### src/rtl/reorder_buffer.sv
// Reorder buffer: allocates entries in program order at the tail, accepts
// out-of-order result writebacks by index, and retires completed entries in
// order from the head.
// Optional speculative flush is enabled by defining ROB_FLUSH_EN.
module reorder_buffer #(
    parameter int unsigned DEPTH  = 16,
    parameter int unsigned DATA_W = 32,
    parameter int unsigned RD_W   = 5
) (
    input  logic              clk,
    input  logic              rst,
    input  logic              rdy,
`ifdef ROB_FLUSH_EN
    input  logic              flush,
`endif
    input  logic              alloc_valid,
    output logic              alloc_ready,
    input  logic [RD_W-1:0]   alloc_rd,
    output logic [$clog2(DEPTH)-1:0] alloc_idx,
    input  logic              wb_valid,
    input  logic [$clog2(DEPTH)-1:0] wb_idx,
    input  logic [DATA_W-1:0] wb_value,
    output logic              commit_valid,
    input  logic              commit_ready,
    output logic [RD_W-1:0]   commit_rd,
    output logic [DATA_W-1:0] commit_value,
    output logic [$clog2(DEPTH)-1:0] commit_idx,
    output logic [$clog2(DEPTH):0]   count,
    output logic              empty
);

    localparam int unsigned IDX_W = $clog2(DEPTH);
    localparam int unsigned CNT_W = IDX_W + 1;

    logic [DEPTH-1:0]  busy;
    logic [DEPTH-1:0]  done;
    logic [RD_W-1:0]   rd_mem  [DEPTH];
    logic [DATA_W-1:0] val_mem [DEPTH];
    logic [IDX_W-1:0]  head;
    logic [IDX_W-1:0]  tail;

    logic clear;
    logic head_ready;
    logic alloc_fire;
    logic wb_fire;
    logic commit_fire;

    assign head_ready = busy[head] && done[head];

    // Clearing condition and handshake gating; a flush suppresses both handshakes
`ifdef ROB_FLUSH_EN
    assign clear        = rst || (flush && rdy);
    assign alloc_ready  = (count != CNT_W'(DEPTH)) && !(flush && rdy);
    assign commit_valid = head_ready && !(flush && rdy);
`else
    assign clear        = rst;
    assign alloc_ready  = (count != CNT_W'(DEPTH));
    assign commit_valid = head_ready;
`endif

    assign alloc_fire  = alloc_valid && alloc_ready && rdy;
    assign wb_fire     = wb_valid && rdy && busy[wb_idx];
    assign commit_fire = commit_valid && commit_ready && rdy;

    assign alloc_idx    = tail;
    assign commit_idx   = head;
    assign commit_rd    = rd_mem[head];
    assign commit_value = val_mem[head];
    assign empty        = (count == '0);

    // Control state: pointers, occupancy and per-entry busy/done flags
    always_ff @(posedge clk) begin
        if (clear) begin
            head  <= '0;
            tail  <= '0;
            count <= '0;
            busy  <= '0;
            done  <= '0;
        end else begin
            if (alloc_fire) begin
                busy[tail] <= 1'b1;
                done[tail] <= 1'b0;
                tail       <= tail + IDX_W'(1);
            end
            if (wb_fire) begin
                done[wb_idx] <= 1'b1;
            end
            if (commit_fire) begin
                busy[head] <= 1'b0;
                head       <= head + IDX_W'(1);
            end
            case ({alloc_fire, commit_fire})
                2'b10:   count <= count + CNT_W'(1);
                2'b01:   count <= count - CNT_W'(1);
                default: count <= count;
            endcase
        end
    end

    // Payload storage; contents are meaningless until the entry is busy/done
    always_ff @(posedge clk) begin
        if (!clear) begin
            if (alloc_fire) begin
                rd_mem[tail] <= alloc_rd;
            end
            if (wb_fire) begin
                val_mem[wb_idx] <= wb_value;
            end
        end
    end

endmodule

### config.mk
export PLATFORM = sky130hd
export DESIGN_NAME = reorder_buffer
export DESIGN_NICKNAME = d
export VERILOG_FILES = /design/src/rtl/reorder_buffer.sv
export SDC_FILE = /design/constraint.sdc
export NUM_CORES = 1
export LEC_CHECK = 0
export ABC_AREA = 1
export BUFFER_PORTS_ARGS = -buffer_cell sky130_fd_sc_hd__buf_4
export CORE_ASPECT_RATIO = 1.5
export CORE_MARGIN = 5
export CORE_UTILIZATION = 40
export DETAILED_ROUTE_END_ITERATION = 7
export PLACE_DENSITY = 0.54
export SYNTH_ARGS = -nofsm -noshare
export SYNTH_HDL_FRONTEND = slang
export SYNTH_SLANG_ARGS = --single-unit
### constraint.sdc
create_clock -name clk -period 3.9 [get_ports clk]
set_input_delay 0 -clock clk [delete_from_list [all_inputs] [get_ports clk]]
set_output_delay 0 -clock clk [all_outputs]
set_load 0.02 [all_outputs]
==> flow_metrics.tcl <==
set metrics [dict create \
    synth_nets 2094 \
    p_comb_share_pct 2.0 \
    switching_share_pct 20.3 \
    crit_family "simple AND/OR/NAND/NOR gates" \
    syn2layout_area_growth_pct 15.2 \
    hold_depth 5 \
    die_h_um 325 \
    via_count 16076 \
    drv_slew 0 \
    rsz0062_at_grt "false" \
    status "finished clean" \
    holdWs_ns 0.0829 \
    finalSetupTns_ns 0 \
    synth-seq-area-share_pct 71.0 \
    clk_latency_ns 0.63 \
    period_minus_slack_ns 3.30 \
    netlist_area_um2 26400 \
    setup_viol 0 \
    fin_area_um2 30400 \
    grt_pass1_wl_um 99300 \
    initial_core_util_pct 40.3 \
    cp_slowest_cell "dfxtp_1" \
    critical_path_buf_inv_count 3 \
    clock_sinks 641 \
    critical_path_arrival_ns 3.83 \
    dp_cells 2933 \
    postSynthAreaPerCell_um2 13.0 \
    die_area_um2 71400 \
    grt_max_degree 149 \
    totalWireLength_um 65800 \
    final_cell_mix "edfxtp_1 (592), inv_1 (215), o21ai_0 (201), nand2_1 (179), a21oi_1 (159)" \
    power_mw 13.2 \
    powerDensity_nw_per_um2 433 \
    port_buffers 99 \
    start_kind "register" \
    hpwl_um 37000 \
    cts_buffers 59 \
    post-place-ws_ns 0.644 \
    nNetsFinal 2226 \
    pwr-share-clk_pct 41.1 \
    holdPathEnd "done[3]$_SDFF_PP0_" \
    utilization_pct 46.5 \
    drt_first_pass_iters 5 \
    place_congestion 0.861 \
    relSlewSlack_pct 25.4 \
    vias_per_cell 5.20 \
    pwr-share-seq_pct 57.0 \
    holdCritPathClass "primary input to register" \
    cts_tree "yes" \
    slowest_delay_ns 0.67 \
    maxCapViolCount 0 \
    core_um2 65500 \
    reg2reg_slack_ns 0.60 \
    wl_per_cell_um 21.3 \
    yosys_warnings 0 \
    synth_ff_type "edfxtp_1" \
    cp-end-kind "register" \
    hold_viol 0 \
    max_freq_ghz 0.303 \
    p_switching_mw 2.67 \
    antenna_found_initial 2 \
    drt_iter0_markers 954 \
    cts_resized 0 \
    fp-row-count 115 \
    grtUsageTotal_pct 18.2 \
    synth.top_cell.area_share_pct 67.3 \
    syn_inst 2036 \
    skew_ns 0.0195 \
    p_leak_nw 10.4 \
    max_slew.worst_pin.slew_ns 1.12 \
    worst-setup-path-type "register to register" \
    cp_max_fo 19 \
    async_flop_share_pct 0 \
    final_common_cell "edfxtp_1" \
    min-delay-start "wb_valid" \
    grt_pass1_vias 16078 \
    synth_top_area_cell "edfxtp_1" \
    cp.required_ns 4.43 \
    rr_startpoint "commit_idx[1]$_SDFFE_PP0N_" \
    synth_seq_cells 641 \
    top_level_ports 100 \
    synth_cell_type_count 31 \
    crit_chain "inv_2 -> nand3_1 -> nand2_1 -> nand2_1 -> nand2_1 -> inv_1 -> nand2_1 -> nand3_4 -> inv_1 -> ha_1 -> xor2_1 -> ha_1 -> a21o_1 -> nand2_1 -> o21ai_0 -> a21oi_1 -> o21ai_0 -> nand2_1 -> nand2_1 -> nor2_1" \
    cts-root-buf "clkbuf_16" \
    drc 0 \
    r2r-end "count[4]$_SDFFE_PP0P_" \
    synth-edff-count 592 \
    clock_path_buffers 3 \
    layout.cells.non_filler 3093 \
    place_area_um2 28100 \
    period_share_pct 84.5 \
    synth_area_leaders "edfxtp_1 (67%), mux2i_1 (5.6%), o211ai_1 (4.2%)" \
    drive_above_1_share_pct 11.7 \
    ant_nets 0 \
    ff2ff_path_depth 20 \
    ir_worst_vdd_v 0.000358 \
    htree_levels 2 \
    fin_ws_ns 0.605 \
    path_clk_slew_ns 0.06 \
    fp.dieW_um 220 \
    gr-total-overflow 0 \
    path_common_cell "nand2_1" \
    power.internal_mw 10.5 \
]
timing repair:
action                                 in CTS  in global routing
setup buffers                               0                  0
hold buffers                               51                  0
endpoints found under the hold margin     635                  0
flip-flops by register name, summed over array words and instances, names as in the netlist, named ones only:
name and cells:
alloc_idx 4, busy 16, val_mem 512, commit_idx 4, done 16, rd_mem 80, count 5
worst max-delay path by stage:
stage	start	end	cells past startpoint
2_1_floorplan	commit_idx[0]$_SDFFE_PP0N_	count[4]$_SDFFE_PP0P_	24
3_3_place_gp	commit_idx[1]$_SDFFE_PP0N_	count[4]$_SDFFE_PP0P_	19
3_5_place_dp	commit_idx[1]$_SDFFE_PP0N_	count[4]$_SDFFE_PP0P_	20
4_1_cts	commit_idx[1]$_SDFFE_PP0N_	count[4]$_SDFFE_PP0P_	20
5_1_grt	commit_idx[1]$_SDFFE_PP0N_	count[4]$_SDFFE_PP0P_	20
6_report	commit_idx[1]$_SDFFE_PP0N_	count[4]$_SDFFE_PP0P_	20
layer usage:
layer / share of wire (%) / wire (um) / global-route usage (%)
met5: 0 / 0 / 0
met4: 2.1 / 1370 / 4.37
met3: 3.6 / 2370 / 2.77
met2: 52 / 34000 / 31.8
met1: 43 / 28100 / 23.7
cell type report:
class	instances	area, um2
flip-flops and latches	641	18800
well taps	877	1100
multi-input cells	1035	6190
clock buffers	72	1530
clock inverters	35	256
repair buffers	190	1680
fillers	5797	35000
inverters	241	910
diodes	2	5.00
power groups by stage:
| stage | registers (mW) | clock network (mW) | logic [mW] |
|---|---|---|---|
| 2_1_floorplan | 7.67 | 0 | 0.0607 |
| 3_3_place_gp | 7.66 | 0 | 0.212 |
| 3_5_place_dp | 7.66 | 0 | 0.218 |
| 4_1_cts | 7.51 | 5.53 | 0.262 |
| 5_1_grt | 7.51 | 5.83 | 0.287 |
| 6_report | 7.51 | 5.41 | 0.259 |
Yosys cell counts, drive strengths merged (2+ instances only):
master	count
nand2	182
dfxtp	49
ha	11
nand3	72
a22oi	8
a21oi	159
o21ai	212
nand4	20
edfxtp	592
xnor2	2
o211ai	148
buf	55
clkbuf	64
inv	240
xor2	5
nor2	65
mux2i	148
cells by family after synthesis:
family,synth area share [%]
flip-flops,71.0
multiplexers,5.61
AND/OR/NAND/NOR,5.58
buffers and inverters,5.52
AO/OA/AOI/OAI,11.5
XOR/XNOR,0.232
adder cells (fa/ha/maj),0.521
tightest hold or removal path: stages:
cell and delay [ns]:
buf_4 0.10, nand2_1 0.09, nor2_1 0.21, nand4_1 0.20, nand2_1 0.06
(Power assumes the default switching activity.)
